## config.mk

```make
export PLATFORM = sky130hd
export DESIGN_NAME = instruction_fetch
export DESIGN_NICKNAME = d
export VERILOG_FILES = /design/src/rtl/legv8_pkg.sv /design/src/rtl/fetch_skid_buffer.sv /design/src/rtl/instruction_fetch.sv
export SDC_FILE = /design/constraint.sdc
export NUM_CORES = 1
export LEC_CHECK = 0
export CAP_MARGIN = 20
export CORE_MARGIN = 4
export CORE_UTILIZATION = 55
export CTS_CLUSTER_SIZE = 28
export DETAILED_ROUTE_END_ITERATION = 10
export DONT_BUFFER_PORTS = 1
export PLACE_DENSITY_LB_ADDON = 0.05
export RECOVER_POWER = 50
export REMOVE_ABC_BUFFERS = 1
export SETUP_SLACK_MARGIN = 0.02
export SYNTH_ARGS = -nofsm -noshare
export SYNTH_HDL_FRONTEND = slang
export SYNTH_SLANG_ARGS = --single-unit
```

## constraint.sdc

```tcl
create_clock -name clk -period 2.25 [get_ports clk]
set_input_delay 0.45 -clock clk [delete_from_list [all_inputs] [get_ports clk]]
set_output_delay 0.45 -clock clk [all_outputs]
set_load 0.03 [all_outputs]
```

## src/rtl/legv8_pkg.sv

```systemverilog
// Shared LEGv8 fetch definitions: instruction/opcode geometry and fetch FSM states.
package legv8_pkg;

  localparam int INSTR_W    = 32;
  localparam int OPCODE_W   = 11;
  localparam int OPCODE_MSB = 31;
  localparam int OPCODE_LSB = 21;

  // All-zero opcode makes the control unit drive every control line low.
  localparam logic [OPCODE_W-1:0] NOP_OPCODE = 11'b0;

  typedef enum logic [1:0] {
    IDLE  = 2'd0,
    FETCH = 2'd1,
    FULL  = 2'd2
  } fetch_state_e;

  // Extract the 11-bit primary opcode field of an instruction word.
  function automatic logic [OPCODE_W-1:0] opcode_of(input logic [INSTR_W-1:0] instr);
    return instr[OPCODE_MSB:OPCODE_LSB];
  endfunction

endpackage

```

## src/rtl/fetch_skid_buffer.sv

```systemverilog
// One-entry {pc, instr} holding register. Captures a fetched instruction that
// arrived while decode was stalled so it can be replayed into IF/ID later.
// Clear wins over load so a redirect always drops the held entry.
module fetch_skid_buffer
  import legv8_pkg::*;
#(
  parameter int ADDR_W = 64
) (
  input  logic               clk,
  input  logic               rst_n,
  input  logic               i_load,
  input  logic               i_clear,
  input  logic [ADDR_W-1:0]  i_pc,
  input  logic [INSTR_W-1:0] i_instr,
  output logic               o_valid,
  output logic [ADDR_W-1:0]  o_pc,
  output logic [INSTR_W-1:0] o_instr
);

  logic               r_valid;
  logic [ADDR_W-1:0]  r_pc;
  logic [INSTR_W-1:0] r_instr;

  // Entry register: clear has priority, load captures the pc/instr pair.
  always_ff @(posedge clk or negedge rst_n) begin
    if (!rst_n) begin
      r_valid <= 1'b0;
      r_pc    <= '0;
      r_instr <= '0;
    end else if (i_clear) begin
      r_valid <= 1'b0;
      r_pc    <= '0;
      r_instr <= '0;
    end else if (i_load) begin
      r_valid <= 1'b1;
      r_pc    <= i_pc;
      r_instr <= i_instr;
    end
  end

  assign o_valid = r_valid;
  assign o_pc    = r_pc;
  assign o_instr = r_instr;

endmodule

```

## src/rtl/instruction_fetch.sv

```systemverilog
// LEGv8 instruction fetch stage with IF/ID pipeline register.
// Holds the PC, requests words from instruction memory, absorbs one response
// during a decode stall via a skid buffer, and flushes IF/ID on branch redirect.
//
// Memory handshake: imem_req is the request valid and imem_addr the payload;
// a word transfers on a rising edge where imem_req=1 and imem_ready=1, with
// imem_rdata valid in that same cycle. While imem_req=1 and imem_ready=0 the
// address is held stable; only a branch redirect may change it.
module instruction_fetch
  import legv8_pkg::*;
#(
  parameter int                 ADDR_W   = 64,
  parameter logic [ADDR_W-1:0]  RESET_PC = '0
) (
  input  logic                clk,
  input  logic                rst_n,
  output logic                imem_req,
  output logic [ADDR_W-1:0]   imem_addr,
  input  logic [INSTR_W-1:0]  imem_rdata,
  input  logic                imem_ready,
  input  logic                stall,
  input  logic                branch_taken,
  input  logic [ADDR_W-1:0]   branch_target,
  output logic                if_id_valid,
  output logic [ADDR_W-1:0]   if_id_pc,
  output logic [INSTR_W-1:0]  if_id_instr,
  output logic [OPCODE_W-1:0] operation,
  output fetch_state_e        dbg_state
);

  localparam logic [ADDR_W-1:0] PC_STEP    = ADDR_W'(4);
  localparam logic [ADDR_W-1:0] ALIGN_MASK = ~ADDR_W'(3);

  fetch_state_e       r_state;
  fetch_state_e       w_state_nxt;
  logic [ADDR_W-1:0]  r_pc;

  logic               r_if_id_valid;
  logic [ADDR_W-1:0]  r_if_id_pc;
  logic [INSTR_W-1:0] r_if_id_instr;

  logic               w_in_fetch;
  logic               w_in_full;
  logic               w_resp;
  logic               w_take_direct;
  logic               w_take_skid;
  logic               w_bubble;
  logic               w_release;
  logic               w_skid_clear;
  logic [ADDR_W-1:0]  w_redirect_pc;

  logic               w_skid_valid;
  logic [ADDR_W-1:0]  w_skid_pc;
  logic [INSTR_W-1:0] w_skid_instr;

  // Decode of the current state and the events that move data this cycle.
  always_comb begin
    w_in_fetch    = (r_state == FETCH);
    w_in_full     = (r_state == FULL);
    w_resp        = w_in_fetch && imem_ready && !branch_taken;
    w_take_direct = w_resp && !stall;
    w_take_skid   = w_resp && stall;
    w_bubble      = w_in_fetch && !imem_ready && !stall && !branch_taken;
    w_release     = w_in_full && !stall && !branch_taken;
    w_skid_clear  = branch_taken || w_release;
    w_redirect_pc = branch_target & ALIGN_MASK;
  end

  // FSM state register.
  always_ff @(posedge clk or negedge rst_n) begin
    if (!rst_n) r_state <= IDLE;
    else        r_state <= w_state_nxt;
  end

  // FSM next-state logic; a redirect always lands in FETCH.
  always_comb begin
    w_state_nxt = r_state;
    if (branch_taken) begin
      w_state_nxt = FETCH;
    end else begin
      case (r_state)
        IDLE:    w_state_nxt = FETCH;
        FETCH:   if (imem_ready && stall) w_state_nxt = FULL;
        FULL:    if (!stall) w_state_nxt = FETCH;
        default: w_state_nxt = IDLE;
      endcase
    end
  end

  // FSM outputs: requests are only issued from FETCH, always at the PC.
  always_comb begin
    imem_req  = w_in_fetch;
    imem_addr = r_pc;
    dbg_state = r_state;
  end

  // Program counter: redirect, advance on every accepted word, else hold.
  always_ff @(posedge clk or negedge rst_n) begin
    if (!rst_n)            r_pc <= RESET_PC;
    else if (branch_taken) r_pc <= w_redirect_pc;
    else if (w_resp)       r_pc <= r_pc + PC_STEP;
  end

  // IF/ID register: flush on redirect, load direct or from skid, bubble on miss.
  always_ff @(posedge clk or negedge rst_n) begin
    if (!rst_n) begin
      r_if_id_valid <= 1'b0;
      r_if_id_pc    <= '0;
      r_if_id_instr <= '0;
    end else if (branch_taken) begin
      r_if_id_valid <= 1'b0;
    end else if (w_take_direct) begin
      r_if_id_valid <= 1'b1;
      r_if_id_pc    <= r_pc;
      r_if_id_instr <= imem_rdata;
    end else if (w_release) begin
      r_if_id_valid <= w_skid_valid;
      r_if_id_pc    <= w_skid_pc;
      r_if_id_instr <= w_skid_instr;
    end else if (w_bubble) begin
      r_if_id_valid <= 1'b0;
    end
  end

  fetch_skid_buffer #(
    .ADDR_W (ADDR_W)
  ) u_skid (
    .clk     (clk),
    .rst_n   (rst_n),
    .i_load  (w_take_skid),
    .i_clear (w_skid_clear),
    .i_pc    (r_pc),
    .i_instr (imem_rdata),
    .o_valid (w_skid_valid),
    .o_pc    (w_skid_pc),
    .o_instr (w_skid_instr)
  );

  // Decode-facing outputs; an empty IF/ID presents the NOP opcode.
  always_comb begin
    if_id_valid = r_if_id_valid;
    if_id_pc    = r_if_id_pc;
    if_id_instr = r_if_id_instr;
    operation   = r_if_id_valid ? opcode_of(r_if_id_instr) : NOP_OPCODE;
  end

endmodule

```

==> reports/results.txt <==
Reg clk slew, reported paths -> 0.06 ns
Total grt overflow -> 0
RSZ-0062 raised after global routing -> yes
Delay-heaviest family, CP -> simple AND/OR/NAND/NOR gates
Top cell type's share of synthesized area -> 54.4%
Sequential share of the synthesized area -> 54.4%
Final core utilization -> 64.8%
Routability Congestion -> 0.808
Largest family of logic cells by synthesized area -> compound AO/OA/AOI/OAI gates
Die W -> 154 microns
Clock tree buffer depth -> 3
Num CTS Buffers -> 28
Post-Synth Simple-Gate Area -> 15.6%
Slew Limit Fails -> 0
Flop pwr share -> 47.6%
Number of max-cap violations -> 0
Ys flop type -> dfrtp_1
Slowest-stage cell, CP -> or4_1
Critical setup path kind -> reg2reg
Tot Pwr -> 0.0121 W
Pin count of the biggest net entering global routing -> 257
Number of global-route vias before repair -> 8470
Die area -> 23800 sq um
WL met2 -> 14200 microns
Critical path's most frequent cell -> buf_4
Yosys Warn Count -> 0
PortBufs -> 0
Nets -> 1261
Tot GR Track Use -> 25.0%
Pleak -> 6.40 nW
Int Pwr -> 0.00864 W
Adder-Cell Fraction of Synth Area -> 0.106%
Most instantiated cells after synthesis -> 256 x dfrtp_1, 172 x nand2_1, 131 x o21ai_0
Post-route DRC -> 0
Post-Synthesis Cell Area -> 11800 sq um
Max-slew headroom -> 54.5%
WHS -> -0.383 ns
Final Setup Violations -> 0
Area Growth Syn to Fin -> 15.7%
Slew of the pin with the lowest slew margin -> 0.683 ns
Met3 wire len -> 2950 microns
Clock insertion delay at the later pin of the skew report -> 0.53 ns
Final ANT Viol Nets -> 0
Mux contribution to synthesized area -> 7.48%
Number of diodes -> 0
Die Height -> 154 microns
Top sig layer -> met4
Max VDD drop -> 548 uV
Crit path DAT -> 2.56 ns
Tmin final -> 2.14 ns
Number of DRC markers in iteration 0 -> 516
Comb power frac -> 11.3%
Met1 WL -> 13200 microns
Layout cell share with drive strength beyond 1 -> 14.2%
DR WL/cell -> 21.2 microns
Worst Clk Skew -> 0.00789 ns
Max incr delay on CP -> 0.46 ns
WP data required -> 2.66 ns
Cell with the most instances after synthesis -> dfrtp_1
CTS root buffer -> clkbuf_16
CTS tree -> yes
Initial Util -> 56.0%
Core ar. -> 21000 sq um
Footprint of the multi-input gates -> 5030 sq um
FF/Latch Area -> 6410 sq um
Post-synthesis async set-or-reset flop share -> 100%
Fillers -> 1705
Post-Syn Instances -> 1123
Status -> finished with violations
CP Buf/Inv Count -> 2
FF+latch count, synth -> 256
Power Density -> 890 nW/um^2
Clock power frac -> 41.1%
Setup TNS -> 0 ns
Final Hold Fails -> 256
Critical-path cell list -> ha_1, nand4_1, buf_4, or4_1, buf_4, nor4_2, xnor2_1, o21ai_1
Top cells by area, synth -> dfrtp_1 54%, mux2i_1 7.5%, a22o_1 7.0%
CTS H-tree depth -> 1
Post-synth EDFFs -> 0
Crit path max fanout -> 8
Boundary Pins -> 276
Synth Area in Compound Gates -> 15.9%
Max frequency -> 467 MHz
Rows -> 53
Worst hold path class -> in2async
Largest area contributor in the netlist -> dfrtp_1
Sw Ratio -> 28.8%
Failing checks -> hold timing
First-pass GRT wire length -> 48400 microns
Startpoint types -> flop
Routed Wire Length -> 30800 microns
Switching power -> 0.00349 W
Synth cell types -> 50
XOR/XNOR Fraction of Synth Area -> 2.97%
Hpwl dp -> 20000 microns
TritonCTS sink count -> 256
Avg Inst Size Synth -> 10.5 sq um
First drt pass iteration count -> 4
Via count -> 8732
Initial antenna violation count -> 0
Via density -> 6.00
Final period utilization -> 95.2%
Crit end category -> flop
[per-layer routing]
metal,vias to the layer above,global-route usage (%)
met1,4270,35.0
met3,41,7.78
li1,4133,-
met2,288,38.7
met5,-,0
met4,0,5.55
[sequential cells by signal, indices dropped and copies added, names as in the netlist]
name	count
u_skid.o_pc	63
dbg_state	2
u_skid.o_valid	1
if_id_pc	63
imem_addr	62
if_id_valid	1
if_id_instr	32
u_skid.o_instr	32
[through the flow]
stage | hold slack [ns] | cell area [sq um] | std cells | setup slack [ns]
2_1_floorplan | 0.154 | 11400 | 1037 | -4.70
3_3_place_gp | 0.161 | 12500 | 1399 | 0.0734
3_5_place_dp | 0.162 | 12500 | 1399 | 0.0325
4_1_cts | -0.405 | 13600 | 1451 | 0.0259
5_1_grt | -0.414 | 13600 | 1455 | 0.00179
6_report | -0.383 | 13600 | 1455 | 0.107
[cells by family after synthesis]
group	Yosys count
mux	88
simple gates	352
other cells	1
buf+inv	98
xor+xnor	40
flops	256
compound gates	287
fa+ha+maj	1
[final timing paths]
path	cells past startpoint	from	slack [ns]	endpoint
min in group clk	2	branch_target[5]	0.04	imem_addr[5]
max reg2reg	8	imem_addr[2]	0.11	imem_addr[44]
max in group asynchronous	0	rst_n	2.26	imem_addr[20]
min reg2reg	1	u_skid.o_pc[1]	0.48	u_skid.o_pc[1]
max	8	imem_addr[2]	0.11	imem_addr[44]
min	0	rst_n	-0.38	u_skid.o_instr[28]
[worst reg2reg max path, stage by stage (launching register included)]
cell and delay [ns]:
dfrtp_1 0.36, ha_1 0.20, nand4_1 0.10, buf_4 0.18, or4_1 0.46, buf_4 0.20, nor4_2 0.31, xnor2_1 0.16
o21ai_1 0.08
[layout by cell type, fill, tap and decap left out, types with 3 or more instances in the layout]
cell type and n:
nor3_1 7, nor4_2 11, and3_1 5, xor2_1 21, mux2i_1 88, clkbuf_8 6
and2_1 13, nor2_1 42, nand4_1 22, nand4_2 3, o21ai_0 131, nand3_1 23
or4_1 18, inv_1 10, nor4_1 7, a22o_1 94, nand2_1 171, dfrtp_1 256
clkbuf_16 29, o31ai_1 13, or3_1 3, nand3_2 3, buf_4 79, clkinv_2 3
and4_1 4, a31oi_1 17, a22oi_1 3, a21oi_1 13, bufinv_16 5, buf_12 8
clkbuf_1 7, o21ai_1 10, nand4b_1 3, xnor2_1 19
[what timing repair did]
item | 4_1_cts | 5_1_grt
hold buffers | 1 | 1
endpoints found under the setup margin | 0 | 20
gates resized for setup | 0 | 5
setup buffers | 0 | 3
endpoints found under the hold margin | 257 | 257
[power by group through the flow]
stage | registers (W) | logic [W] | clock network, W
2_1_floorplan | 0.00605 | 0.000677 | 0
3_3_place_gp | 0.00585 | 0.00134 | 0
3_5_place_dp | 0.00586 | 0.00137 | 0
4_1_cts | 0.00578 | 0.00138 | 0.00509
5_1_grt | 0.00583 | 0.00151 | 0.00528
6_report | 0.00578 | 0.00137 | 0.00498
[cell type report]
cell class | count | share of cell area (%)
multi-input cells | 770 | 36.9
flip-flops and latches | 256 | 47.0
clock inverters | 12 | 1.45
inverters | 11 | 0.303
repair buffers | 92 | 5.76
well taps | 275 | 2.53
clock buffers | 39 | 6.04
(Power assumes the default switching activity.)
